`config.mk`:
```
export PLATFORM = sky130hd
export DESIGN_NAME = uart_move_rx
export DESIGN_NICKNAME = d
export VERILOG_FILES = /design/src/rtl/uart_pkg.sv /design/src/rtl/uart_sample_tick.sv /design/src/rtl/uart_move_rx.sv
export SDC_FILE = /design/constraint.sdc
export NUM_CORES = 1
export LEC_CHECK = 0
export ABC_CLOCK_PERIOD_IN_PS = 5540
export CAP_MARGIN = 20
export CORE_MARGIN = 4
export CORE_UTILIZATION = 35
export DETAILED_ROUTE_END_ITERATION = 10
export GPL_TIMING_DRIVEN = 0
export SLEW_MARGIN = 5
export SYNTH_ARGS = -nofsm -noshare
export SYNTH_HDL_FRONTEND = slang
export SYNTH_SLANG_ARGS = --single-unit
```
`constraint.sdc`:
```
create_clock -name clk_in -period 5.54 [get_ports clk_in]
set_input_delay 1.108 -clock clk_in [delete_from_list [all_inputs] [get_ports clk_in]]
set_output_delay 1.108 -clock clk_in [all_outputs]
set_load 0.05 [all_outputs]
```
`src/rtl/uart_pkg.sv`:
```
// Shared definitions for the move-link UART: receiver state encoding and vote positions.
package uart_pkg;

    typedef enum logic [2:0] {
        ARM,
        IDLE,
        START,
        DATA,
        STOP
    } rx_state_t;

    localparam int VOTE_P0 = 7;
    localparam int VOTE_P1 = 8;
    localparam int VOTE_P2 = 9;

    function automatic logic majority3(input logic a, input logic b, input logic c);
        return (a & b) | (a & c) | (b & c);
    endfunction

endpackage

```
`src/rtl/uart_sample_tick.sv`:
```
// Free-running CLK_PER_SAMP divider with synchronous clear; emits a one-cycle tick.
module uart_sample_tick #(
    parameter int CLK_PER_SAMP = 423
) (
    input  logic clk_in,
    input  logic rst_in,
    input  logic clear,
    output logic tick
);

    localparam int CW = (CLK_PER_SAMP > 1) ? $clog2(CLK_PER_SAMP) : 1;
    localparam logic [CW-1:0] LAST = CW'(CLK_PER_SAMP - 1);

    logic [CW-1:0] cnt_q, cnt_d;

    always_comb begin
        tick  = (cnt_q == LAST) && !clear;
        cnt_d = cnt_q + 1'b1;
        if (clear || cnt_q == LAST) begin
            cnt_d = '0;
        end
    end

    always_ff @(posedge clk_in) begin
        if (rst_in) begin
            cnt_q <= '0;
        end else begin
            cnt_q <= cnt_d;
        end
    end

endmodule

```
`src/rtl/uart_move_rx.sv`:
```
// 8N1 receiver for the board-to-board move link: 16x oversampling, 2-of-3 voting,
// start-glitch rejection, stop-bit framing check and idle qualification after reset.
module uart_move_rx
    import uart_pkg::*;
#(
    parameter int CLK_HZ        = 65_000_000,
    parameter int BAUD_RATE     = 9600,
    parameter int SAMP_PER_BIT  = 16,
    parameter int CLK_PER_SAMP  = 423,
    parameter int PKT_LEN       = 8,
    parameter int WAITING_COUNT = 65_000
) (
    input  logic               clk_in,
    input  logic               rst_in,
    input  logic               rx,
    output logic               ready,
    output logic [PKT_LEN-1:0] data_out,
    output logic               frame_err,
    output logic               busy
);

    localparam int SIDX_W = $clog2((PKT_LEN + 2) * SAMP_PER_BIT);
    localparam int WAIT_W = $clog2(WAITING_COUNT + 1);

    if (SAMP_PER_BIT < 12 || CLK_HZ <= 0 || BAUD_RATE <= 0) begin : g_bad_cfg
        $error("uart_move_rx: invalid oversampling or clock configuration");
    end

    logic               sync1_q, sync1_d;
    logic               rx_s_q, rx_s_d;
    logic               rx_prev_q, rx_prev_d;
    rx_state_t          state_q, state_d;
    logic [WAIT_W-1:0]  wait_q, wait_d;
    logic [SIDX_W-1:0]  sidx_q, sidx_d;
    logic               v0_q, v0_d;
    logic               v1_q, v1_d;
    logic [PKT_LEN-1:0] shift_q, shift_d;
    logic [PKT_LEN-1:0] data_q, data_d;
    logic               ready_q, ready_d;
    logic               ferr_q, ferr_d;
    logic               busy_q, busy_d;

    logic        tick;
    logic        clear;
    logic        fall;
    logic        vote;
    logic        decide;
    logic [31:0] p_val;
    logic [31:0] b_val;

    uart_sample_tick #(
        .CLK_PER_SAMP(CLK_PER_SAMP)
    ) u_tick (
        .clk_in(clk_in),
        .rst_in(rst_in),
        .clear (clear),
        .tick  (tick)
    );

    always_comb begin
        sync1_d   = rx;
        rx_s_d    = sync1_q;
        rx_prev_d = rx_s_q;
        state_d   = state_q;
        wait_d    = wait_q;
        sidx_d    = sidx_q;
        v0_d      = v0_q;
        v1_d      = v1_q;
        shift_d   = shift_q;
        data_d    = data_q;
        ready_d   = 1'b0;
        ferr_d    = 1'b0;
        clear     = 1'b0;

        fall   = rx_prev_q & ~rx_s_q;
        vote   = majority3(v0_q, v1_q, rx_s_q);
        p_val  = 32'(sidx_q) % SAMP_PER_BIT;
        b_val  = 32'(sidx_q) / SAMP_PER_BIT;
        decide = tick && (p_val == VOTE_P2);

        if (tick && state_q inside {START, DATA, STOP}) begin
            sidx_d = sidx_q + 1'b1;
            if (p_val == VOTE_P0) v0_d = rx_s_q;
            if (p_val == VOTE_P1) v1_d = rx_s_q;
        end

        case (state_q)
            ARM: begin
                wait_d = rx_s_q ? wait_q + 1'b1 : '0;
                if (rx_s_q && wait_q == WAIT_W'(WAITING_COUNT - 1)) begin
                    wait_d  = '0;
                    state_d = IDLE;
                end
            end
            IDLE: begin
                if (fall) begin
                    clear   = 1'b1;
                    sidx_d  = '0;
                    state_d = START;
                end
            end
            START: begin
                if (decide) begin
                    state_d = vote ? IDLE : DATA;
                end
            end
            DATA: begin
                if (decide) begin
                    shift_d = {vote, shift_q[PKT_LEN-1:1]};
                    if (b_val == PKT_LEN) state_d = STOP;
                end
            end
            STOP: begin
                if (decide) begin
                    if (vote) begin
                        data_d  = shift_q;
                        ready_d = 1'b1;
                    end else begin
                        ferr_d = 1'b1;
                    end
                    state_d = IDLE;
                end
            end
            default: state_d = ARM;
        endcase

        busy_d = state_d inside {START, DATA, STOP};
    end

    always_ff @(posedge clk_in) begin
        if (rst_in) begin
            // NOTE: synchronizer resets to the idle-high level so reset release never looks like a start edge.
            sync1_q   <= 1'b1;
            rx_s_q    <= 1'b1;
            rx_prev_q <= 1'b1;
            state_q   <= ARM;
            wait_q    <= '0;
            sidx_q    <= '0;
            v0_q      <= 1'b1;
            v1_q      <= 1'b1;
            shift_q   <= '0;
            data_q    <= '0;
            ready_q   <= 1'b0;
            ferr_q    <= 1'b0;
            busy_q    <= 1'b0;
        end else begin
            sync1_q   <= sync1_d;
            rx_s_q    <= rx_s_d;
            rx_prev_q <= rx_prev_d;
            state_q   <= state_d;
            wait_q    <= wait_d;
            sidx_q    <= sidx_d;
            v0_q      <= v0_d;
            v1_q      <= v1_d;
            shift_q   <= shift_d;
            data_q    <= data_d;
            ready_q   <= ready_d;
            ferr_q    <= ferr_d;
            busy_q    <= busy_d;
        end
    end

    assign ready     = ready_q;
    assign frame_err = ferr_q;
    assign busy      = busy_q;
    assign data_out  = data_q;

endmodule

```
-- Yosys cells after proc, flatten, opt, wreduce, memory -nomap -nowiden
Index checks and enable logic that the tools add are counted.
- register bits: 60
- input bits: 3
- output and inout port bits: 11
- add/subtract/negate cells: 3
- eq/ne operators: 13
- mux-type cells: 17
- bitwise operators: 9
- reductions and logical operators: 15
- operator list (kind ; count):
    2-to-1 mux 16 bit ; 2
    2-to-1 mux 8 bit ; 3
    2-to-1 mux 3 bit ; 6
    adder 16 x 1 -> 16 bit, second input constant ; 1
    equality test 16 bit, second input constant ; 1
    case mux 3 bit (5 select lines) ; 1
    equality test 3 x 2 -> 1 bit, second input constant ; 4
    equality test 4 bit, second input constant ; 3
    adder 9 x 1 -> 9 bit, second input constant ; 1
    equality test 9 bit, second input constant ; 1
    adder 8 x 1 -> 8 bit, second input constant ; 1
    equality test 3 bit, second input constant ; 2
    AND reduction 2 bit ; 3
    nonzero test 3 bit ; 2
    AND 1 bit ; 4
    equality test 4 x 3 -> 1 bit, second input constant ; 1
    logical AND 1 bit ; 4
    2-to-1 mux 1 bit ; 4
    equality test 3 x 1 -> 1 bit, second input constant ; 1
    logical NOT 3 bit ; 1
    NOT 1 bit ; 3
    AND reduction 3 bit ; 1
    OR reduction 3 bit ; 1
    2-to-1 mux 2 bit ; 1
    other kinds (4) ; 5

-- Depth between registers and ports, before layout
Gate-level depths: netlist (run 1).
- depth in word-level cells: 11
- gate-level depth with buffers: 7
- mapped depth without buffers: 6

-- Modules after synthesis
Synthesis (run 1) repeated with hierarchy kept, for this count alone.
- cell total of the unflattened synthesis: 313
- area total of the unflattened synthesis: 2782.7 um^2
- by module, submodules not included (module ; times used ; cells each ; area each (um^2) ; sequential area each (um^2)):
    uart_move_rx ; 1 ; 268 ; 2381.0 ; 1021.0
    uart_sample_tick ; 1 ; 45 ; 401.6 ; 180.2

-- Worst setup path before layout (run 1)
No wires, ideal clock.
- path type: in2reg
- start point: input port rst_in
- end point: register u_tick.cnt_q[2]
- data arrival time: 2.040 ns
- required time: 5.424 ns
- path slack: 3.384 ns
- stages on the path: 6
- path buffers: 3
- path through: clkbuf_1 a31o_2 clkbuf_1 a21o_1 buf_2 nor2_1
- cells in the longest elaborated chain, start to end: 1
- ends and longest elaborated chain (element ; line ; source):
    from (decl) ; uart_move_rx.sv:14 ; input logic rst_in,
    OR reduction 2 bit (no source line) ; -- ;
    to (signal assigned) ; uart_sample_tick.sv:28 ; cnt_q <= cnt_d;
    to (decl) ; uart_sample_tick.sv:14 ; logic [CW-1:0] cnt_q, cnt_d;
Every way passes these cells.
A chain may end at the register's enable or synchronous reset.

-- Worst setup path after layout (run 1)
- start point: register data_q[0], in the netlist data_out[0]
- end point: output port data_out[0]
- RTL lines (element ; line ; source):
    from (decl) ; uart_move_rx.sv:38 ; logic [PKT_LEN-1:0] data_q, data_d;
    from (signal assigned) ; uart_move_rx.sv:156 ; data_q <= data_d;
    to (decl) ; uart_move_rx.sv:17 ; output logic [PKT_LEN-1:0] data_out,
No word-level cell between the ends.

==> impl_results.md, run 1 <==
- Status: finished, final reports clean
- Fin. max-slew vios: 0
- Slowest stage delay, CP: 0.83 ns
- Maxcap violations: 0
- Worst setup endpoint: data_out[0]
- Final WL: 5500 um
- Register area share after synthesis: 42.9%
- Port bufs: 12
- Clock skew: 0.00875 ns
- Hold path depth: 1
- Pre-CTS setup slack: 2.99 ns
- Main synth FF type: dfxtp_1
- Tot GR Track Use: 12.1%
- Crit share post-route: 47.1%
- Iter 0 DRT Violations: 63
- Crit path cell chain: clkdlybuf4s50_1
- R2R Path Start: u_tick.cnt_q[1]
- Vias in the first global route: 1981
- Hold Vio Cnt, Final: 0
- Fmax: 383 MHz
- Post-synth EDFFs: 0
- Reg2reg end: shift_q[0]
- Fraction of layout cells with a size suffix above 1: 10.6%
- Hold Buf Count CTS: 0
- Clock tree root driver cell: clkbuf_8
- Resize count post-CTS: 0
- Data required time at the worst endpoint: 4.43 ns
- Library cells used by synthesis: 59
- Finish-stage setup viols: 0
- Worst setup SP type: flip-flop
- Drt pass-1 iters: 4
- Row count: 32
- Critical path arrival: 1.50 ns
- Synth top area share: 42.9%
- Antenna viol nets, final: 0
- CTS Sinks: 60
- Reg clk slew, reported paths: 0.06 ns
- Ant. Diodes: 0
- Die area: 9500 um2
- Die Span X: 97.4 um
- Min-delay worst type: reg2reg
- Unrepaired setup endpoints after global routing: false
- Synth area leader: dfxtp_1
- I/O pin count: 14
- Commonest cells post-synth: dfxtp_1, nor2_1, a21oi_1
- Die Y: 97.4 um
- Critical path's slowest cell: clkdlybuf4s50_1
- Maximum VDD drop: 0.000125 V
- Ys async rst share: 0%
- CTS tree: yes
- Hpwl dp: 4010 um
- Core box area: 7770 um2
- Largest net degree at the start of global routing: 11
- Worst skew pair latency: 0.33 ns
- CP max FO: 2
- DRC Markers: 0
- Main area contributors after synthesis: dfxtp_1, nor2_1, a21oi_1
- Yosys reg bits: 60
- Most instantiated library cell after synthesis: dfxtp_1
- Initial antenna violation count: 0
- Via count: 2208
- LEAKAGE: 1.09 nW
- Mapped Cells: 303
- Area grow syn2layout: 15.4%
- Starting Density: 36.1%
- Gp weighted congestion: 0.765
- Post-CTS Setup Inserts: 0
- First-pass GRT wire length: 9470 um
- Ys Warns: 0
- Top delay family on crit path: buffers and inverters
- Slew HR: 51.0%
- Final #Nets: 335
- Worst path depth: 1
- Htree depth: 3
- Drt via density: 5.11
- Worst Setup Path Type: reg2out
- Slew @ Worst Pin: 0.729 ns
- Fin crit period: 2.61 ns
- Avg Cell Area, Syn: 9.24 um2
- Synth Net Count: 312
- Mapped cell area: 2800 um2
- Max clock buf depth: 2
- Crit path capture type: output pin
- Routed WL per cell: 12.7 um
- Setup TNS: 0 ns
- WP buf/inv: 1
- R2R cell count: 5
- PwrDens: 260 nW/um2
- Overflow after GRT: 0
- Flop2flop setup slack: 3.52 ns
- Critical path origin: data_out[0]
- CTS Buf Count: 9
- Post-route setup slack: 2.93 ns
[layout make-up]
cell class | instances | area (um2)
inverter | 9 | 33.8
clock buffer | 13 | 149
buffer | 13 | 86.3
clock inverter | 2 | 35.0
tap | 102 | 128
sequential | 60 | 1200
fill | 801 | 4540
multi-input combinational | 221 | 1480
timing repair buffer | 12 | 120
[per-stage QoR]
stage	std cells	power (mW)	hold slack [ns]	area (um2)	util (%)
2_1_floorplan	303	0.469	0.389	2800	-
3_3_place_gp	417	0.477	0.395	3050	39.2
3_5_place_dp	417	0.477	0.398	3050	39.2
4_1_cts	432	0.854	0.422	3230	41.6
5_1_grt	432	0.874	0.434	3230	41.6
6_report	432	0.839	0.418	3230	41.6
[worst min path at each step]
stage	end	from	slack, ns
after floorplan	rx_prev_d	rx_s_d	0.39
after global placement	rx_prev_d	rx_s_d	0.39
after detailed placement	rx_prev_d	rx_s_d	0.40
after CTS	rx_prev_d	rx_s_d	0.42
after global routing	rx_prev_d	rx_s_d	0.43
final	rx_prev_d	rx_s_d	0.42
[flip-flops by register name, indices dropped and copies added, names as in the netlist, 3 cells and up]
name and count:
sidx_q 8, state_q 3, wait_q 16, shift_q 8
data_out 8, u_tick.cnt_q 9
[power by group]
group / total, mW / internal, mW / switching, mW / leakage [nW]
clock network: 0.372 / 0.217 / 0.155 / 0.0935
logic: 0.0265 / 0.0109 / 0.0156 / 0.514
registers: 0.441 / 0.436 / 0.00465 / 0.485
[layout by cell type, fill, tap and decap left out, types with 2 or more instances in the layout]
cell and instances:
or3_1 11, nand2_1 12, o21ai_0 18, buf_6 3, nand3_1 21, clkbuf_8 11
or2_2 3, ha_1 6, and3_1 3, nor2b_1 3, or4_1 3, nand4_1 8
mux2i_1 11, nand4b_1 2, clkbuf_1 10, a31oi_1 2, xor2_1 9, nor3_1 4
and4_1 2, nor2_1 35, clkdlybuf4s50_1 12, and2_1 3, o31ai_1 3, dfxtp_1 60
a21oi_1 23, xnor2_1 8, inv_1 9
[routing by layer]
metal | up-vias | GRT usage [%] | wire length, um
li1 | 1130 | - | -
met1 | 1029 | 15.9 | 2650
met2 | 39 | 18.6 | 2570
met3 | 10 | 3.88 | 219
met4 | 0 | 4.15 | 70
met5 | - | 0 | 0
[kinds of logic (layout without fill, tap and decap cells)]
family          after synthesis  count (layout)  share of synthesized area (%)
compound gates               59              59                           13.5
buf+inv                      22              49                           4.29
flops                        60              60                           42.9
fa+ha+maj                     7               7                           3.04
mux                          11              11                           3.93
xor+xnor                     17              17                           5.32
simple gates                127             127                           27.0
[worst register-to-register path, stage by stage, from the launching register on]
cell and delay, ns:
dfxtp_1 0.39, ha_1 0.20, nand4b_1 0.25, nor4_4 0.73, mux2i_1 0.27, nor2_1 0.05
Power figures use the tool's default switching activity.
==> run 2, diff against run 1 <==
--- a/config.mk
+++ b/config.mk
@@ -5,7 +5,7 @@
 export SDC_FILE = /design/constraint.sdc
 export NUM_CORES = 1
 export LEC_CHECK = 0
-export ABC_CLOCK_PERIOD_IN_PS = 5540
+export ABC_CLOCK_PERIOD_IN_PS = 2200
 export CAP_MARGIN = 20
 export CORE_MARGIN = 4
 export CORE_UTILIZATION = 35
==> constraint.sdc (replaced) <==
create_clock -name clk_in -period 2.2 [get_ports clk_in]
set_input_delay 0.44 -clock clk_in [delete_from_list [all_inputs] [get_ports clk_in]]
set_output_delay 0.44 -clock clk_in [all_outputs]
set_load 0.05 [all_outputs]
==> run 2 against run 1 <==
  * Clock skew about the same
  * Non-clock buffer count stayed put
  * Routed wire length down 0.11%
  * Register-to-register slack lost 3.3 ns
  * Sequential share of layout area about the same
  * Clock-buffer cell count stayed put
  * Global-route usage stayed put
  * Power grew to 2.5 times the previous value
==> impl_results.md, run 2 (synthesized netlist as in run 1, its figures left out) <==
- Starting Density: 36.1%
- Die Y: 97.4 um
- CP max FO: 8
- Top reg by flops: wait_q
- Crit path cell chain: inv_1 -> ha_1 -> nand4b_1 -> nor4_4 -> mux2i_1 -> nor2_1
- Port bufs: 12
- Dpl cells: 417
- Slowest stage delay, CP: 0.73 ns
- Drt pass-1 iters: 4
- Top delay family on crit path: simple AND/OR/NAND/NOR gates
- PwrDens: 653 nW/um2
- Initial antenna violation count: 0
- Htree depth: 3
- Row count: 32
- Flop2flop setup slack: 0.19 ns
- Critical path's slowest cell: nor4_4
- Final #Nets: 335
- Slew HR: 51.4%
- Area grow syn2layout: 15.7%
- Crit path capture type: flip-flop
- Final WL: 5500 um
- Setup TNS: 0 ns
- Antenna viol nets, final: 0
- Overflow after GRT: 0
- Hold Buf Count CTS: 0
- Maxcap violations: 0
- Max clock buf depth: 2
- Finish-stage setup viols: 0
- Fin crit period: 2.01 ns
- Drt via density: 5.07
- Crit share post-route: 91.3%
- Hold Vio Cnt, Final: 0
- Critical path arrival: 2.21 ns
- Routed WL per cell: 12.7 um
- Gp weighted congestion: 0.765
- Worst skew pair latency: 0.33 ns
- CTS Sinks: 60
- Maximum VDD drop: 0.000316 V
- Fmax: 498 MHz
- Most frequent cells in the layout: dfxtp_1, nor2_1, a21oi_1, nand3_1, o21ai_0
- Data required time at the worst endpoint: 2.41 ns
- Reg clk slew, reported paths: 0.06 ns
- Fraction of layout cells with a size suffix above 1: 11.2%
- Clock tree root driver cell: clkbuf_8
- Max reg flops: 16
- WP buf/inv: 1
- Clock skew: 0.00877 ns
- First-pass GRT wire length: 9470 um
- Vias in the first global route: 1981
- CTS Buf Count: 9
- Slew @ Worst Pin: 0.724 ns
- Via count: 2192
- DRC Markers: 0
- Status: finished, final reports clean
- Hpwl dp: 4010 um
- Biggest regs: wait_q (16), u_tick.cnt_q (9)
- Worst setup SP type: flip-flop
- Unrepaired setup endpoints after global routing: false
- LEAKAGE: 1.09 nW
- Commonest non-fill, non-tap cell in the layout: dfxtp_1
- Min-delay worst type: reg2reg
- Largest net degree at the start of global routing: 11
- Ant. Diodes: 0
- Worst Setup Path Type: reg2reg
- Die area: 9500 um2
- Fin. max-slew vios: 0
- Iter 0 DRT Violations: 65
- CTS tree: yes
- Final Instance Count excl. Fillers: 432
- Die Span X: 97.4 um
- Tot GR Track Use: 12.1%
- Core box area: 7770 um2
- I/O pin count: 14
-- run 2: changes by cell type in the layout (fill, tap and decap cells not counted) --
cell,before,now
dfxtp_1,60,59
dfxtp_2,0,1
nor4b_1,1,0
nor4b_2,0,1
-- run 2: metrics by stage --
stage / setup WS [ns] / power [mW] / hold slack, ns / cell area (um2) / util, %
after global placement: 0.181 / 1.20 / 0.395 / 3050 / 39.2
after detailed placement: 0.117 / 1.20 / 0.398 / 3050 / 39.2
after floorplan: 0.457 / 1.18 / 0.389 / 2800 / -
after CTS: 0.101 / 2.15 / 0.422 / 3230 / 41.6
final: 0.192 / 2.12 / 0.418 / 3240 / 41.7
after global routing: 0.00789 / 2.20 / 0.434 / 3240 / 41.7
-- run 2: area by class of cell --
class                           count  area, um2
Inverter                            9       33.8
Fill cell                         798       4530
Sequential cell                    60       1200
Multi-Input combinational cell    221       1490
Clock inverter                      2       35.0
Tap cell                          102        128
Timing Repair Buffer               12        120
Clock buffer                       13        149
Buffer                             13       86.3
-- run 2: power by group --
group	leakage, nW	internal (mW)	switching [mW]	total (mW)
Clock	0.0935	0.547	0.391	0.939
Sequential	0.485	1.10	0.0116	1.11
Combinational	0.514	0.0275	0.0393	0.0669
Total	1.09	1.67	0.442	2.12
-- run 2: per-layer routing --
metal / GRT usage (%) / wire [um]
met4: 4.15 / 70
met1: 15.9 / 2680
met5: 0 / 0
met2: 18.6 / 2560
met3: 3.88 / 190
-- run 2: worst register-to-register path: cells and delay by family (launching register included) --
family | cells | cell delay (ns)
buffers and inverters | 1 | 0.07
adder cells (fa/ha/maj) | 1 | 0.17
multiplexers | 1 | 0.27
AND/OR/NAND/NOR | 3 | 1.03
flip-flops | 1 | 0.35
-- run 2: path summary, 6_finish.rpt --
kind / start / to / depth (start not counted)
setup / recovery: u_tick.cnt_q[0] / shift_q[0] / 6
hold / removal: rx_s_d / rx_prev_d / 1
setup reg to reg: u_tick.cnt_q[0] / shift_q[0] / 6
hold reg to reg: rx_s_d / rx_prev_d / 1
-- run 2: timing repair --
action	in CTS	in global routing
endpoints found under the setup margin	0	2
setup buffers	0	0
gates resized for setup	0	2
==> run 3, diff against run 2 <==
--- a/config.mk
+++ b/config.mk
@@ -8,9 +8,11 @@
 export ABC_CLOCK_PERIOD_IN_PS = 2200
 export CAP_MARGIN = 20
 export CORE_MARGIN = 4
-export CORE_UTILIZATION = 35
+export CORE_UTILIZATION = 53
+export CTS_CLUSTER_DIAMETER = 50
 export DETAILED_ROUTE_END_ITERATION = 10
 export GPL_TIMING_DRIVEN = 0
+export PLACE_DENSITY = 0.74
 export SLEW_MARGIN = 5
 export SYNTH_ARGS = -nofsm -noshare
 export SYNTH_HDL_FRONTEND = slang
==> run 3 against run 2 <==
  * Via count stayed put
  * Worst hold slack got worse by 0.0084 ns
  * Sequential share of layout area is 0.27 points lower
  * Fmax up 2.1%
  * Clock skew decreased by 0.0025 ns
  * Cell count down 6.7%
  * Non-clock buffer count increased by 2
  * Cell area rose by 0.62%
  * Sequential power about the same
  * Clock-buffer cell count down 3
==> impl_results.md, run 3 (synthesized netlist as in run 1, its figures left out) <==
- Port bufs: 12
- Hpwl dp: 3770 um
- Total power: 2.25 mW
- Top reg by flops: wait_q
- Status: finished, final reports clean
- Maxcap violations: 0
- Fmax: 509 MHz
- Crit path capture type: flip-flop
- I/O pin count: 14
- Reg clk slew, reported paths: 0.07 ns
- Worst setup SP type: flip-flop
- Largest net degree at the start of global routing: 12
- Htree depth: 3
- Data required time at the worst endpoint: 2.45 ns
- Setup TNS: 0 ns
- CTS tree: yes
- Slew HR: 53.3%
- Vias in the first global route: 2075
- Worst Setup Path Type: reg2reg
- Ant. Diodes: 0
- Clock tree root driver cell: clkbuf_8
- Commonest non-fill, non-tap cell in the layout: dfxtp_1
- Most frequent cells in the layout: dfxtp_1, nor2_1, a21oi_1, nand3_1, o21ai_0
- Hold Buf Count CTS: 0
- Final Instance Count excl. Fillers: 403
- Fin crit period: 1.97 ns
- Die Y: 80.7 um
- Post-layout util: 63.8%
- R2R Path Start: u_tick.cnt_q[0]
- Row count: 26
- DRC Markers: 0
- Max clock buf depth: 2
- Overflow after GRT: 0
- Fraction of layout cells with a size suffix above 1: 12.6%
- CTS Sinks: 60
- Via count: 2192
- Placed inst area: 3010 um2
- Antenna viol nets, final: 0
- Dpl cells: 385
- Final instance area: 3260 um2
- Initial antenna violation count: 0
- Worst skew pair latency: 0.34 ns
- Clock skew: 0.00628 ns
- Min-delay worst type: reg2reg
- Final #Nets: 337
- Die Span X: 80.7 um
- Hold wc startpoint: rx_s_d
- Unrepaired setup endpoints after global routing: false
- PwrDens: 691 nW/um2
- Gp weighted congestion: 0.807
- Tot GR Track Use: 18.7%
- Routed WL per cell: 13.3 um
- Drt pass-1 iters: 4
- CTS Buf Count: 9
- Post-route setup slack: 0.234 ns
- Crit share post-route: 89.4%
- CP max FO: 10
- Hold Vio Cnt, Final: 0
- First-pass GRT wire length: 9330 um
- LEAKAGE: 1.12 nW
- Hold Slack: 0.410 ns
- Maximum VDD drop: 0.000426 V
- Fillers: 451
- Iter 0 DRT Violations: 59
- Core box area: 5110 um2
- Finish-stage setup viols: 0
- Pre-CTS setup slack: 0.0830 ns
- Die area: 6510 um2
- Starting Density: 54.8%
- Area grow syn2layout: 16.4%
- Critical path origin: u_tick.cnt_q[0]
- Flop2flop setup slack: 0.23 ns
- Slew @ Worst Pin: 0.697 ns
- Biggest regs: wait_q (16), u_tick.cnt_q (9)
- Fin. max-slew vios: 0
- Final WL: 5360 um
- Critical path arrival: 2.21 ns
- Max reg flops: 16
- Drt via density: 5.44
## run 3: critical path, cell delays in order, from the launching register on
cell	delay, ns
dfxtp_1	0.36
inv_1	0.07
ha_1	0.17
nand4b_1	0.25
or3_1	0.49
clkbuf_2	0.22
nor4b_2	0.32
## run 3: final cells by class
type | instances | area, um2 | area share, %
Buffer | 13 | 87.6 | 2.69
Clock buffer | 10 | 128 | 3.92
Clock inverter | 6 | 88.8 | 2.73
Inverter | 9 | 33.8 | 1.04
Multi-Input combinational cell | 221 | 1490 | 45.6
Sequential cell | 60 | 1200 | 36.9
Tap cell | 70 | 87.6 | 2.69
Timing Repair Buffer | 14 | 148 | 4.53
## run 3: path summary, 6_finish.rpt
kind          endpoint  depth (start not counted)
max          frame_err                          6
min          rx_prev_d                          1
max reg2reg  frame_err                          6
min reg2reg  rx_prev_d                          1
## run 3: timing repair
| item | 4_1_cts | 5_1_grt |
|---|---|---|
| resized for setup | 0 | 3 |
| endpoints found under the setup margin | 0 | 11 |
| endpoints found under the hold margin | 0 | 0 |
| buffers inserted | 0 | 2 |
## run 3: power by group
group	total, mW	switching, mW	leakage [nW]	internal [mW]
Sequential	1.11	0.0115	0.485	1.10
Clock	1.08	0.441	0.102	0.637
Combinational	0.0653	0.0380	0.529	0.0274
## run 3: routing by layer
layer | global-route usage [%] | share of wire (%) | vias up
met2 | 29.2 | 47 | 23
met4 | 10.6 | 2.6 | 0
li1 | - | - | 1138
met3 | 4.04 | 2.8 | 11
met5 | 0 | 0 | -
met1 | 23.8 | 48 | 1020
